==> src/rtl/mem_bist_pkg.sv <==
// Shared definitions for the memory BIST master.
//   - state_e    : BIST sequencer states
//   - *_DEF      : default address width, data width and pattern seed
//   - pattern()  : expected word for an address, optionally inverted
package mem_bist_pkg;

  localparam int unsigned ADDR_W_DEF = 5;
  localparam int unsigned DATA_W_DEF = 8;
  localparam logic [7:0]  SEED_DEF   = 8'hA5;

  typedef enum logic [2:0] {
    StIdle,
    StWr,
    StRd,
    StDrain,
    StDone
  } state_e;

  // Expected data is addr ^ seed, bitwise inverted on the inverted pass.
  // Callers truncate the result to their data width.
  function automatic logic [31:0] pattern(input logic [31:0] addr, input logic inv,
                                          input logic [31:0] seed);
    logic [31:0] p;
    p = addr ^ seed;
    return inv ? ~p : p;
  endfunction

endpackage

==> src/rtl/mem_bist_errlog.sv <==
// Read-back comparator and error log for the memory BIST.
// Ports:
//   clk, reset      clock, synchronous active-high reset
//   clear           clears the log at the start of a run
//   cmp_valid       act/exp/exp_addr hold a read-back to compare this cycle
//   exp, act        expected and actual read data
//   exp_addr        address the read-back belongs to
//   miscmp          combinational: this cycle's compare fails
//   err_count       saturating miscompare count
//   first_err_addr  address of the first miscompare since clear, 0 if none
module mem_bist_errlog #(
  parameter int unsigned ADDR_W = 5,
  parameter int unsigned DATA_W = 8
) (
  input  logic              clk,
  input  logic              reset,
  input  logic              clear,
  input  logic              cmp_valid,
  input  logic [DATA_W-1:0] exp,
  input  logic [DATA_W-1:0] act,
  input  logic [ADDR_W-1:0] exp_addr,
  output logic              miscmp,
  output logic [ADDR_W+1:0] err_count,
  output logic [ADDR_W-1:0] first_err_addr
);

  logic [ADDR_W+1:0] err_count_q, err_count_d;
  logic [ADDR_W-1:0] first_err_addr_q, first_err_addr_d;

  assign miscmp = cmp_valid && (act != exp);

  always_comb begin
    err_count_d      = err_count_q;
    first_err_addr_d = first_err_addr_q;
    if (clear) begin
      err_count_d      = '0;
      first_err_addr_d = '0;
    end else if (miscmp) begin
      if (err_count_q != '1) begin
        err_count_d = err_count_q + 1'b1;
      end
      // Count is zero only before the first error; saturation never wraps it back.
      if (err_count_q == '0) begin
        first_err_addr_d = exp_addr;
      end
    end
  end

  always_ff @(posedge clk) begin
    if (reset) begin
      err_count_q      <= '0;
      first_err_addr_q <= '0;
    end else begin
      err_count_q      <= err_count_d;
      first_err_addr_q <= first_err_addr_d;
    end
  end

  assign err_count      = err_count_q;
  assign first_err_addr = first_err_addr_q;

endmodule

==> src/rtl/mem_bist_master.sv <==
// Memory BIST bus initiator: writes pattern(a) to every address, reads every address back,
// compares one cycle after each read and reports a pass/fail summary.
// Optional feature macro MEM_BIST_INV_PASS_EN: when defined, a second write/read pass with
// the inverted pattern follows the first; errors accumulate across both passes.
// Ports:
//   clk, reset      clock, synchronous active-high reset
//   start           run request, honoured only when idle
//   busy            high from the cycle after start is accepted through the done cycle
//   done            one-cycle end-of-test pulse
//   pass            no miscompares in the last run; held until the next accepted start
//   err_count       saturating miscompare count
//   first_err_addr  address of the first miscompare, 0 if none
//   write, read     registered memory strobes, never both high
//   addr, data_in   registered memory address and write data
//   data_out        memory read data, valid the cycle after read is sampled
module mem_bist_master
  import mem_bist_pkg::*;
#(
  parameter int unsigned       ADDR_W = ADDR_W_DEF,
  parameter int unsigned       DATA_W = DATA_W_DEF,
  parameter logic [DATA_W-1:0] SEED   = DATA_W'(SEED_DEF)
) (
  input  logic              clk,
  input  logic              reset,
  input  logic              start,
  output logic              busy,
  output logic              done,
  output logic              pass,
  output logic [ADDR_W+1:0] err_count,
  output logic [ADDR_W-1:0] first_err_addr,
  output logic              write,
  output logic              read,
  output logic [ADDR_W-1:0] addr,
  output logic [DATA_W-1:0] data_in,
  input  logic [DATA_W-1:0] data_out
);

  localparam logic [ADDR_W-1:0] LastAddr = '1;

  function automatic logic [DATA_W-1:0] pat(input logic [ADDR_W-1:0] a, input logic inv);
    return DATA_W'(pattern(32'(a), inv, 32'(SEED)));
  endfunction

  state_e            state_q, state_d;
  logic [ADDR_W-1:0] addr_q, addr_d;
  logic [DATA_W-1:0] data_in_q, data_in_d;
  logic              write_q, write_d;
  logic              read_q, read_d;
  logic              busy_q, busy_d;
  logic              done_q, done_d;
  logic              pass_q, pass_d;
  logic              inv_q, inv_d;          // current pass uses the inverted pattern
  logic              cmp_valid_q, cmp_valid_d;
  logic [ADDR_W-1:0] exp_addr_q, exp_addr_d;
  logic              exp_inv_q, exp_inv_d;
  logic              clear;
  logic              miscmp;
  logic              run_inv_pass;

`ifdef MEM_BIST_INV_PASS_EN
  assign run_inv_pass = ~inv_q;
`else
  assign run_inv_pass = 1'b0;
`endif

  always_comb begin
    state_d     = state_q;
    addr_d      = addr_q;
    data_in_d   = data_in_q;
    write_d     = 1'b0;
    read_d      = 1'b0;
    busy_d      = busy_q;
    done_d      = 1'b0;
    pass_d      = pass_q;
    inv_d       = inv_q;
    // A read issued this cycle is checked next cycle against its own address.
    cmp_valid_d = read_q;
    exp_addr_d  = addr_q;
    exp_inv_d   = inv_q;
    clear       = 1'b0;

    unique case (state_q)
      StIdle: begin
        if (start) begin
          state_d   = StWr;
          write_d   = 1'b1;
          addr_d    = '0;
          data_in_d = pat('0, 1'b0);
          busy_d    = 1'b1;
          pass_d    = 1'b0;
          inv_d     = 1'b0;
          clear     = 1'b1;
        end
      end
      StWr: begin
        if (addr_q == LastAddr) begin
          state_d = StRd;
          read_d  = 1'b1;
          addr_d  = '0;
        end else begin
          write_d   = 1'b1;
          addr_d    = addr_q + 1'b1;
          data_in_d = pat(addr_q + 1'b1, inv_q);
        end
      end
      StRd: begin
        if (addr_q == LastAddr) begin
          state_d = StDrain;
          addr_d  = '0;
        end else begin
          read_d = 1'b1;
          addr_d = addr_q + 1'b1;
        end
      end
      StDrain: begin
        if (run_inv_pass) begin
          state_d   = StWr;
          inv_d     = 1'b1;
          write_d   = 1'b1;
          addr_d    = '0;
          data_in_d = pat('0, 1'b1);
        end else begin
          state_d = StDone;
          done_d  = 1'b1;
          // Include the last compare, which lands on this same edge.
          pass_d  = (err_count == '0) && !miscmp;
        end
      end
      StDone: begin
        state_d = StIdle;
        busy_d  = 1'b0;
      end
      default: begin
        state_d = StIdle;
        busy_d  = 1'b0;
      end
    endcase
  end

  always_ff @(posedge clk) begin
    if (reset) begin
      state_q     <= StIdle;
      addr_q      <= '0;
      data_in_q   <= '0;
      write_q     <= 1'b0;
      read_q      <= 1'b0;
      busy_q      <= 1'b0;
      done_q      <= 1'b0;
      pass_q      <= 1'b0;
      inv_q       <= 1'b0;
      cmp_valid_q <= 1'b0;
      exp_addr_q  <= '0;
      exp_inv_q   <= 1'b0;
    end else begin
      state_q     <= state_d;
      addr_q      <= addr_d;
      data_in_q   <= data_in_d;
      write_q     <= write_d;
      read_q      <= read_d;
      busy_q      <= busy_d;
      done_q      <= done_d;
      pass_q      <= pass_d;
      inv_q       <= inv_d;
      cmp_valid_q <= cmp_valid_d;
      exp_addr_q  <= exp_addr_d;
      exp_inv_q   <= exp_inv_d;
    end
  end

  mem_bist_errlog #(
    .ADDR_W(ADDR_W),
    .DATA_W(DATA_W)
  ) u_errlog (
    .clk           (clk),
    .reset         (reset),
    .clear         (clear),
    .cmp_valid     (cmp_valid_q),
    .exp           (pat(exp_addr_q, exp_inv_q)),
    .act           (data_out),
    .exp_addr      (exp_addr_q),
    .miscmp        (miscmp),
    .err_count     (err_count),
    .first_err_addr(first_err_addr)
  );

  assign busy    = busy_q;
  assign done    = done_q;
  assign pass    = pass_q;
  assign write   = write_q;
  assign read    = read_q;
  assign addr    = addr_q;
  assign data_in = data_in_q;

endmodule

==> config.mk <==
export PLATFORM = sky130hd
export DESIGN_NAME = mem_bist_master
export DESIGN_NICKNAME = d
export VERILOG_FILES = /design/src/rtl/mem_bist_pkg.sv /design/src/rtl/mem_bist_errlog.sv /design/src/rtl/mem_bist_master.sv
export SDC_FILE = /design/constraint.sdc
export NUM_CORES = 1
export LEC_CHECK = 0
export ABC_AREA = 1
export ABC_CLOCK_PERIOD_IN_PS = 1600
export CORE_MARGIN = 2
export CORE_UTILIZATION = 49
export CTS_CLUSTER_SIZE = 40
export DETAILED_ROUTE_END_ITERATION = 8
export PLACE_DENSITY = 0.83
export SETUP_SLACK_MARGIN = 0.2
export SLEW_MARGIN = 20
export SYNTH_ARGS = -nofsm -noshare
export SYNTH_HDL_FRONTEND = slang
export SYNTH_SLANG_ARGS = --single-unit
==> constraint.sdc <==
create_clock -name clk -period 1.6 [get_ports clk]
set_input_delay 0.48 -clock clk [delete_from_list [all_inputs] [get_ports clk]]
set_output_delay 0.48 -clock clk [all_outputs]
set_load 0.01 [all_outputs]
# [Word-level counts from Yosys, hierarchy flattened]
# Cells that the tools add are included.
[totals] ff_bits=39 inputBits=11 elab_cells=66 out_inout_bits=30
[op_classes] muxes=21 n_reduce_logical=18 n_bitwise=3 eq_ne=10 addsub=2
[op_table] operator="$mux 8" n=2
[op_table] operator="$pmux 8 s2" n=1
[op_table] operator="$pmux 3 s4" n=1
[op_table] operator="$mux 5" n=2
[op_table] operator="$pmux 5 s2" n=1
[op_table] operator="$reduce_and 2->1" n=5
[op_table] operator="$mux 3" n=3
[op_table] operator="$ne 2x2->1 const B" n=4
[op_table] operator="$ne 8x8->1" n=1
[op_table] operator="$not 2->4" n=2
[op_table] operator="$pmux 1 s2" n=4
[op_table] operator="$add 7x1->7 const B" n=1
[op_table] operator="$logic_not 7->1" n=1
[op_table] operator="$mux 1" n=7
[op_table] operator="$ne 7x7->1 const B" n=1
[op_table] operator="$eq 3x2->1 const B" n=2
[op_table] operator="$reduce_and 3->1" n=2
[op_table] operator="$reduce_bool 2->1" n=3
[op_table] operator="$add 5x1->5 const B" n=1
[op_table] operator="$eq 5x5->1 const B" n=1
[op_table] operator="$reduce_or 2->1" n=2
[op_table] operator="$eq 3x1->1 const B" n=1
[op_table] operator="$logic_not 3->1" n=1
[op_table] operator="$reduce_or 3->1" n=1
[op_table] operator="other kinds (3)" n=4

# [Longest topological paths before layout]
# Gate-level depths: netlist of the first run.
[logic_depth] depth_word=6 depth_mapped=10 depth_no_buf=10

# [By module]
# Synthesis of the first run repeated with hierarchy kept, for this count alone.
[unflattened] hier_cells=288 hier_area_um2=1910.6
[modules_own_cells] module="mem_bist_master" seq_area_each_um2=500.5 area_each_um2=1107.3 n_inst=1 cells_each=153
[modules_own_cells] module="mem_bist_errlog" seq_area_each_um2=240.2 area_each_um2=803.3 n_inst=1 cells_each=135

# [Worst setup path after synthesis of the first run]
# OpenSTA, ideal clock, no wires.
[synth_timing] kind="reg2reg" start="reg addr_q[0], in the netlist addr[0]" end="reg data_in_q[1], in the netlist data_in[1]" setup_ps=71 arrival_ps=1402 required_ps=1529 path_buffers=0 setup_slack_ps=128 synth_period_minus_slack_ps=1472 stages_incl_launch_ff=11 path_cell_list="dfxtp_1 -> ha_1 -> nand2_1 -> nor2_1 -> ha_1 -> inv_1 -> nand2_1 -> nand2_1 -> inv_2 -> nand2_1 -> a21oi_1"
[synth_via] elab_chain_len=3 word_cells_on_any_way=6 classes_between="add/sub: 1; eq/ne: 2; mux: 2; reduce/logical: 1"
[synth_lines] element="start: declaration" line_no="mem_bist_master.sv:45" text="logic [ADDR_W-1:0] addr_q, addr_d;"
[synth_lines] element="start signal: assignment" line_no="mem_bist_master.sv:156" text="addr_q <= addr_d;"
[synth_lines] element="$add 5x1->5 / $eq 5x5->1 (equally long branches)" line_no="mem_bist_master.sv:103, mem_bist_master.sv:96"
[synth_lines] element="$mux 8 / $ne 2x2->1 (equally long branches)"
[synth_lines] element="$pmux 8 s2 / $reduce_and 3->1 (equally long branches)"
[synth_lines] element="end signal: assignment" line_no="mem_bist_master.sv:157" text="data_in_q <= data_in_d;"
[synth_lines] element="end: declaration" line_no="mem_bist_master.sv:46" text="logic [DATA_W-1:0] data_in_q, data_in_d;"
# Several ways; a longest one is shown, not always the timed one. The select of a mux whose other input is x is not followed.
# A chain may end at the register's enable or synchronous reset.

# [Worst setup path in the final report of the first run]
[layout_timing] start="reg addr_q[1], in the netlist addr[1]" end="reg data_in_q[4], in the netlist data_in[4]"
# Same word-level chain as after synthesis.

==> results.json, run 1 <==
{
  "die_x_um": 63.1,
  "reg2reg_from": "addr[1]",
  "r2r_slack_ns": 0.21,
  "yosysSeqAreaShare_pct": 43.2,
  "crit_family": "flip-flops",
  "cts_buffers": 5,
  "critPathBufInv": 2,
  "fin_cells": 338,
  "cts_tree": "done",
  "critical_path_class": "reg2reg",
  "syn_area_per_cell_sq_um": 7.51,
  "path_depth": 10,
  "endpoint_kind": "flip-flop",
  "n_antenna_cell": 0,
  "yosysWarningCount": 0,
  "wl_per_cell_um": 13.3,
  "hold_viol_final": 0,
  "worstSetupStartpointType": "flip-flop",
  "vdd_drop_max_mv": 0.840,
  "io_buffer_count": 39,
  "synthXorXnorAreaFrac_pct": 2.05,
  "synthesis.area_sq_um": 1710,
  "first_iter_violations": 89,
  "synthSimpleGateAreaFrac_pct": 31.1,
  "skew_ns": 0.00823,
  "cp.arrival_ns": 1.67,
  "initial_core_util_pct": 51.3,
  "grt_overflow": 0,
  "ant_nets": 0,
  "slew_headroom_pct": 56.3,
  "synthMuxAreaShare_pct": 0,
  "max_clock_freq_mhz": 721,
  "core_sq_um": 3340,
  "htreeDepth": 2,
  "rsz0062_at_grt": "yes",
  "cp_cell_sequence": "ha_4 -> nand2_2 -> nor2_2 -> ha_2 -> inv_4 -> nand2_4 -> nand2_4 -> inv_4 -> nand2_1 -> a21oi_2",
  "dieArea_sq_um": 3980,
  "slowest_stage": "dfxtp_4",
  "grt_max_degree": 16,
  "yosys.area_share.adder_pct": 2.92,
  "fill_cells": 255,
  "placed_cell_area_sq_um": 2190,
  "worst-path-max-fanout": 4,
  "die_h_um": 63.1,
  "synth_cells": 228,
  "grt_use_met1_pct": 25.8,
  "vias": 1724,
  "cts_root_buf": "clkbuf_4",
  "track_usage_pct": 22.3,
  "holdBufCountCts": 0,
  "multi_input_area_sq_um": 971,
  "synth_seq_cells": 37,
  "place.gp.congestion": 0.883,
  "antenna_found_initial": 0,
  "dp.cells": 313,
  "crit_start": "addr[1]",
  "first_pass_iters": 4,
  "status": "finished, final reports clean",
  "path_clk_slew_ns": 0.11,
  "grt_pass1_vias": 1608,
  "cp_slowest_stage_delay_ns": 0.38,
  "grtUsageMet2_pct": 39.6,
  "clk-insertion-delay-late_ns": 0.36,
  "reg2reg_depth": 10,
  "nets": 306,
  "synth_nets": 243,
  "cts_max_path_buffers": 2,
  "timing.rr.end": "data_in[4]",
  "setup_viol": 0,
  "worst_slew_pin_slew_ns": 0.655,
  "vias_per_cell": 5.10,
  "num_rows": 21,
  "ys_types": 29,
  "tns_ns": 0,
  "fin_area_sq_um": 2480,
  "grt_busiest_layer": "met2",
  "grt_use_met3_pct": 5.36,
  "maxSlewViolCount": 0,
  "drcViolationCount": 0,
  "max_cap_violations": 0,
  "hold_class": "reg2reg",
  "post-route-period-util_pct": 86.7,
  "dpl.hpwl_mm": 2.76,
  "p_leak_uw": 0.00114,
  "clock_sinks": 37,
  "ff_latch_area_sq_um": 790,
  "wirelength_mm": 4.48,
  "power.density_nw_per_um2": 1120,
  "area_delta_synth_final_pct": 44.7,
  "synth_compound_area_share_pct": 10.2,
  "cp.required_ns": 1.89,
  "layout-drive-gt1-share_pct": 48.3,
  "io_pins": 41,
  "grt_pass1_wl_mm": 7.11,
  "synth_top_family_by_area": "simple AND/OR/NAND/NOR gates",
  "fin_hold_ws_ns": 0.429,
  "period_minus_slack_ns": 1.39,
  "crit_end": "data_in[4]"
}
## registers in the layout, indices dropped and copies added, names as in the netlist
register and flops:
u_errlog.err_count 7, data_in 6, addr 5, exp_addr_q 5
u_errlog.first_err_addr 5, state_q 3, busy 1, cmp_valid_q 1
done 1, pass 1, read 1, write 1
## per-stage QoR
stage          util, %  power, uW  worst slack (ns)
2_1_floorplan        -       1620             0.215
3_3_place_gp      65.7       1930            -0.219
3_5_place_dp      65.7       1940            -0.273
4_1_cts           73.3       2700             0.179
5_1_grt           74.3       2920             0.136
6_report          74.3       2770             0.213
## layer usage
metal | routed length, um | vias to the layer above
met5 | 0 | -
met4 | 67 | 0
met3 | 247 | 10
met2 | 2310 | 55
met1 | 1860 | 799
li1 | - | 860
## where the power goes
group | switching, uW | total, uW | leakage, uW | internal, uW
combinational | 540 | 908 | 0.000784 | 367
clock | 320 | 693 | 0.0000455 | 373
sequential | 113 | 1170 | 0.000315 | 1050
## cells in the final DEF, fill, tap and decap left out, types with 2 or more instances in the layout
| master | instances |
|---|---|
| nand2_2 | 11 |
| nor2_2 | 2 |
| nand2_1 | 40 |
| nor2_1 | 14 |
| buf_4 | 21 |
| clkdlybuf4s50_1 | 2 |
| dfxtp_4 | 6 |
| inv_1 | 26 |
| a21oi_2 | 11 |
| ha_4 | 2 |
| nand3_1 | 15 |
| xor2_1 | 4 |
| a21oi_1 | 10 |
| dlymetal6s2s_1 | 3 |
| nand2_4 | 4 |
| dfxtp_2 | 21 |
| inv_2 | 7 |
| o21ai_2 | 3 |
| inv_4 | 2 |
| clkbuf_2 | 2 |
| dlygate4sd2_1 | 5 |
| clkbuf_4 | 5 |
| nor2_4 | 5 |
| dfxtp_1 | 10 |
| nand4_1 | 12 |
| buf_2 | 27 |
| nand3_4 | 3 |
| nand3_2 | 3 |
## worst register-to-register path: stages, from the launching register on
cell	delay (ns)
dfxtp_4	0.38
ha_4	0.14
nand2_2	0.06
nor2_2	0.08
ha_2	0.21
inv_4	0.06
nand2_4	0.08
nand2_4	0.07
inv_4	0.07
nand2_1	0.06
a21oi_2	0.11
## repair_timing
action / CTS / global route
gates resized for setup: 153 / 47
setup buffers: 13 / 3
cloned: 1 / 0
pin swaps: 10 / 19
setup endpoints to repair: 50 / 41
## worst min-delay path by stage
| stage | startpoint | to | slack, ns | depth (start not counted) |
|---|---|---|---|---|
| 2_1_floorplan | read | cmp_valid_q | 0.45 | 2 |
| 3_3_place_gp | read | cmp_valid_q | 0.41 | 2 |
| 3_5_place_dp | read | cmp_valid_q | 0.41 | 2 |
| 4_1_cts | read | cmp_valid_q | 0.43 | 2 |
| 5_1_grt | read | cmp_valid_q | 0.44 | 2 |
| 6_report | read | cmp_valid_q | 0.43 | 2 |
## logic make-up (layout without fill, tap and decap cells)
logic type | Yosys count | count (layout)
simple gates | 110 | 111
fa+ha+maj | 4 | 4
compound gates | 29 | 29
buf+inv | 43 | 106
other cells | 1 | 1
flops | 37 | 37
xor+xnor | 4 | 4
## Yosys cell counts
master / number / share of area, %
xor2_1: 4 / 2.0
a32o_1: 1 / 0.58
o21ai_0: 1 / 0.29
nand2_1: 53 / 12
inv_1: 30 / 6.6
nor2_2: 6 / 2.2
nand3b_1: 1 / 0.44
dfxtp_1: 37 / 43
ha_1: 4 / 2.9
o211a_1: 1 / 0.58
buf_2: 2 / 0.58
o21ai_1: 3 / 0.88
nand3_1: 17 / 5.0
nand2_2: 1 / 0.37
nor3_2: 1 / 0.58
inv_2: 5 / 1.1
clkinv_1: 1 / 0.22
o31ai_1: 1 / 0.44
o21bai_1: 1 / 0.44
a21oi_1: 17 / 5.0
clkbuf_1: 2 / 0.44
nand2_4: 1 / 0.66
nand3_2: 1 / 0.58
nor2_1: 15 / 3.3
conb_1: 1 / 0.22
buf_4: 3 / 1.3
nand3_4: 2 / 2.0
a21oi_2: 4 / 2.0
nand4_1: 12 / 4.4
## cell type report
class                   instances  area share (%)
repair buffers                 62            17.6
inverters                      36            5.65
multi-input cells             149            39.2
well taps                      46            2.32
clock buffers                   7            2.22
clock inverters                 1            1.21
flip-flops and latches         37            31.9
(Power assumes the default switching activity.)
==> run 2: changes to the inputs <==
--- a/config.mk
+++ b/config.mk
@@ -7,11 +7,13 @@
 export LEC_CHECK = 0
 export ABC_AREA = 1
 export ABC_CLOCK_PERIOD_IN_PS = 1600
+export CORE_ASPECT_RATIO = 2
 export CORE_MARGIN = 2
-export CORE_UTILIZATION = 49
+export CORE_UTILIZATION = 55
 export CTS_CLUSTER_SIZE = 40
 export DETAILED_ROUTE_END_ITERATION = 8
-export PLACE_DENSITY = 0.83
+export DONT_BUFFER_PORTS = 1
+export PLACE_DENSITY = 0.79
 export SETUP_SLACK_MARGIN = 0.2
 export SLEW_MARGIN = 20
 export SYNTH_ARGS = -nofsm -noshare
==> run 2 against run 1 <==
  * Maximum frequency shrank 0.53%
  * Die area shrank 9.6%
  * Core utilization shrank 6.6 points
  * Non-clock buffer count shrank 53
  * Critical path type unchanged
  * Final cell count shrank 20%
  * Sequential share of layout area grew 5.5 points
==> results.json, run 2 (same netlist as run 1, synthesis figures left out) <==
{
  "status": "finished, final reports clean",
  "fin_hold_ws_ns": 0.258,
  "grt_pass1_wl_mm": 6.40,
  "tns_ns": 0,
  "crit_family": "flip-flops",
  "cts_buffers": 5,
  "cp_cell_sequence": "ha_4 -> nand2_2 -> nor2_2 -> ha_2 -> inv_2 -> nand2_2 -> nand2_1 -> o21ai_1 -> a21oi_1",
  "cts_max_path_buffers": 2,
  "max_clock_freq_mhz": 717,
  "fin_util_pct": 67.7,
  "cp_common_cell": "nand2_2",
  "grt_max_degree": 18,
  "layout_common_cells": "nand2_1, dfxtp_1, inv_1",
  "drcViolationCount": 0,
  "p_leak_uw": 0.000835,
  "post-route-period-util_pct": 87.1,
  "post-place-ws_ns": 0.0779,
  "first_pass_iters": 4,
  "ant_nets": 0,
  "slowest_stage": "dfxtp_2",
  "place.gp.congestion": 0.879,
  "final_common_cell": "nand2_1",
  "cp.arrival_ns": 1.57,
  "n_antenna_cell": 0,
  "die_x_um": 43.5,
  "grt_pass1_vias": 1517,
  "worst-path-max-fanout": 5,
  "clock_sinks": 37,
  "vias": 1525,
  "io_pins": 41,
  "cp_slowest_stage_delay_ns": 0.36,
  "initial_core_util_pct": 57.5,
  "setup_viol": 0,
  "grt_overflow": 0,
  "critPathBufInv": 1,
  "path_clk_slew_ns": 0.07,
  "track_usage_pct": 23.1,
  "cp.required_ns": 1.78,
  "power.density_nw_per_um2": 1380,
  "layout-drive-gt1-share_pct": 23.8,
  "antenna_found_initial": 0,
  "hold_class": "in2reg",
  "wl_per_cell_um": 14.8,
  "htreeDepth": 2,
  "cts_root_buf": "clkbuf_8",
  "nets": 253,
  "holdBufCountCts": 0,
  "first_iter_violations": 40,
  "r2r_slack_ns": 0.21,
  "largest_reg_flops": 7,
  "vdd_drop_max_mv": 1.07,
  "io_buffer_count": 0,
  "dpl.hpwl_mm": 2.84,
  "critical_path_class": "reg2reg",
  "vias_per_cell": 5.67,
  "setup_slack_ns": 0.206,
  "cts_tree": "done",
  "endpoint_kind": "flip-flop",
  "wirelength_mm": 3.99,
  "maxSlewViolCount": 0,
  "power_uw": 2790,
  "area_delta_synth_final_pct": 17.7,
  "dieArea_sq_um": 3600,
  "hold_viol_final": 0,
  "num_rows": 28,
  "die_h_um": 82.9,
  "skew_ns": 0.00427,
  "period_minus_slack_ns": 1.39,
  "max_cap_violations": 0,
  "core_sq_um": 2980,
  "worstSetupStartpointType": "flip-flop",
  "rsz0062_at_grt": "yes",
  "clk-insertion-delay-late_ns": 0.28
}
-- run 2: cell types whose count changed in the layout (fill, tap and decap cells not counted), sizes merged --
cell,delta
buf,-41
dlygate4sd2,-5
clkbuf,-4
dlymetal6s2s,-3
clkdlybuf4s50,-2
bufinv,+1
clkinv,+1
-- run 2: per-stage QoR --
step,cell area [sq um],instances
2_1_floorplan,1720,228
3_3_place_gp,1780,259
3_5_place_dp,1780,259
4_1_cts,1930,267
5_1_grt,2020,269
6_report,2020,269
-- run 2: final timing paths --
path,cells after the start,to,startpoint
min,1,data_in[3],reset
min reg2reg,2,cmp_valid_q,read
max reg2reg,9,state_q[1],addr[1]
max,9,state_q[1],addr[1]
-- run 2: what timing repair did --
| item | in CTS | in global routing |
|---|---|---|
| buffers inserted | 0 | 1 |
| endpoints found under the setup margin | 16 | 19 |
| hold endpoints to repair | 0 | 0 |
| gates cloned | 0 | 1 |
| pin swaps | 1 | 8 |
| resized for setup | 9 | 17 |
-- run 2: cell type report --
type                    instances  area [sq um]
repair buffers                  9          67.6
clock inverters                 3          65.1
inverters                      36           138
fillers                       265           962
multi-input cells             149           887
well taps                      30          37.5
clock buffers                   5          68.8
flip-flops and latches         37           752
-- run 2: per-layer routing --
metal | vias to the layer above | global-route usage [%] | wire, um
met4 | 0 | 15.2 | 209
li1 | 753 | - | -
met1 | 706 | 21.7 | 1290
met3 | 17 | 5.00 | 176
met5 | - | 0 | 0
met2 | 49 | 41.4 | 2320
-- run 2: report_power, final --
group / leakage, uW / internal, uW / switching [uW] / total [uW]
sequential: 0.000303 / 1040 / 144 / 1180
clock: 0.0000681 / 619 / 321 / 940
combinational: 0.000464 / 242 / 425 / 667
total: 0.000835 / 1900 / 891 / 2790
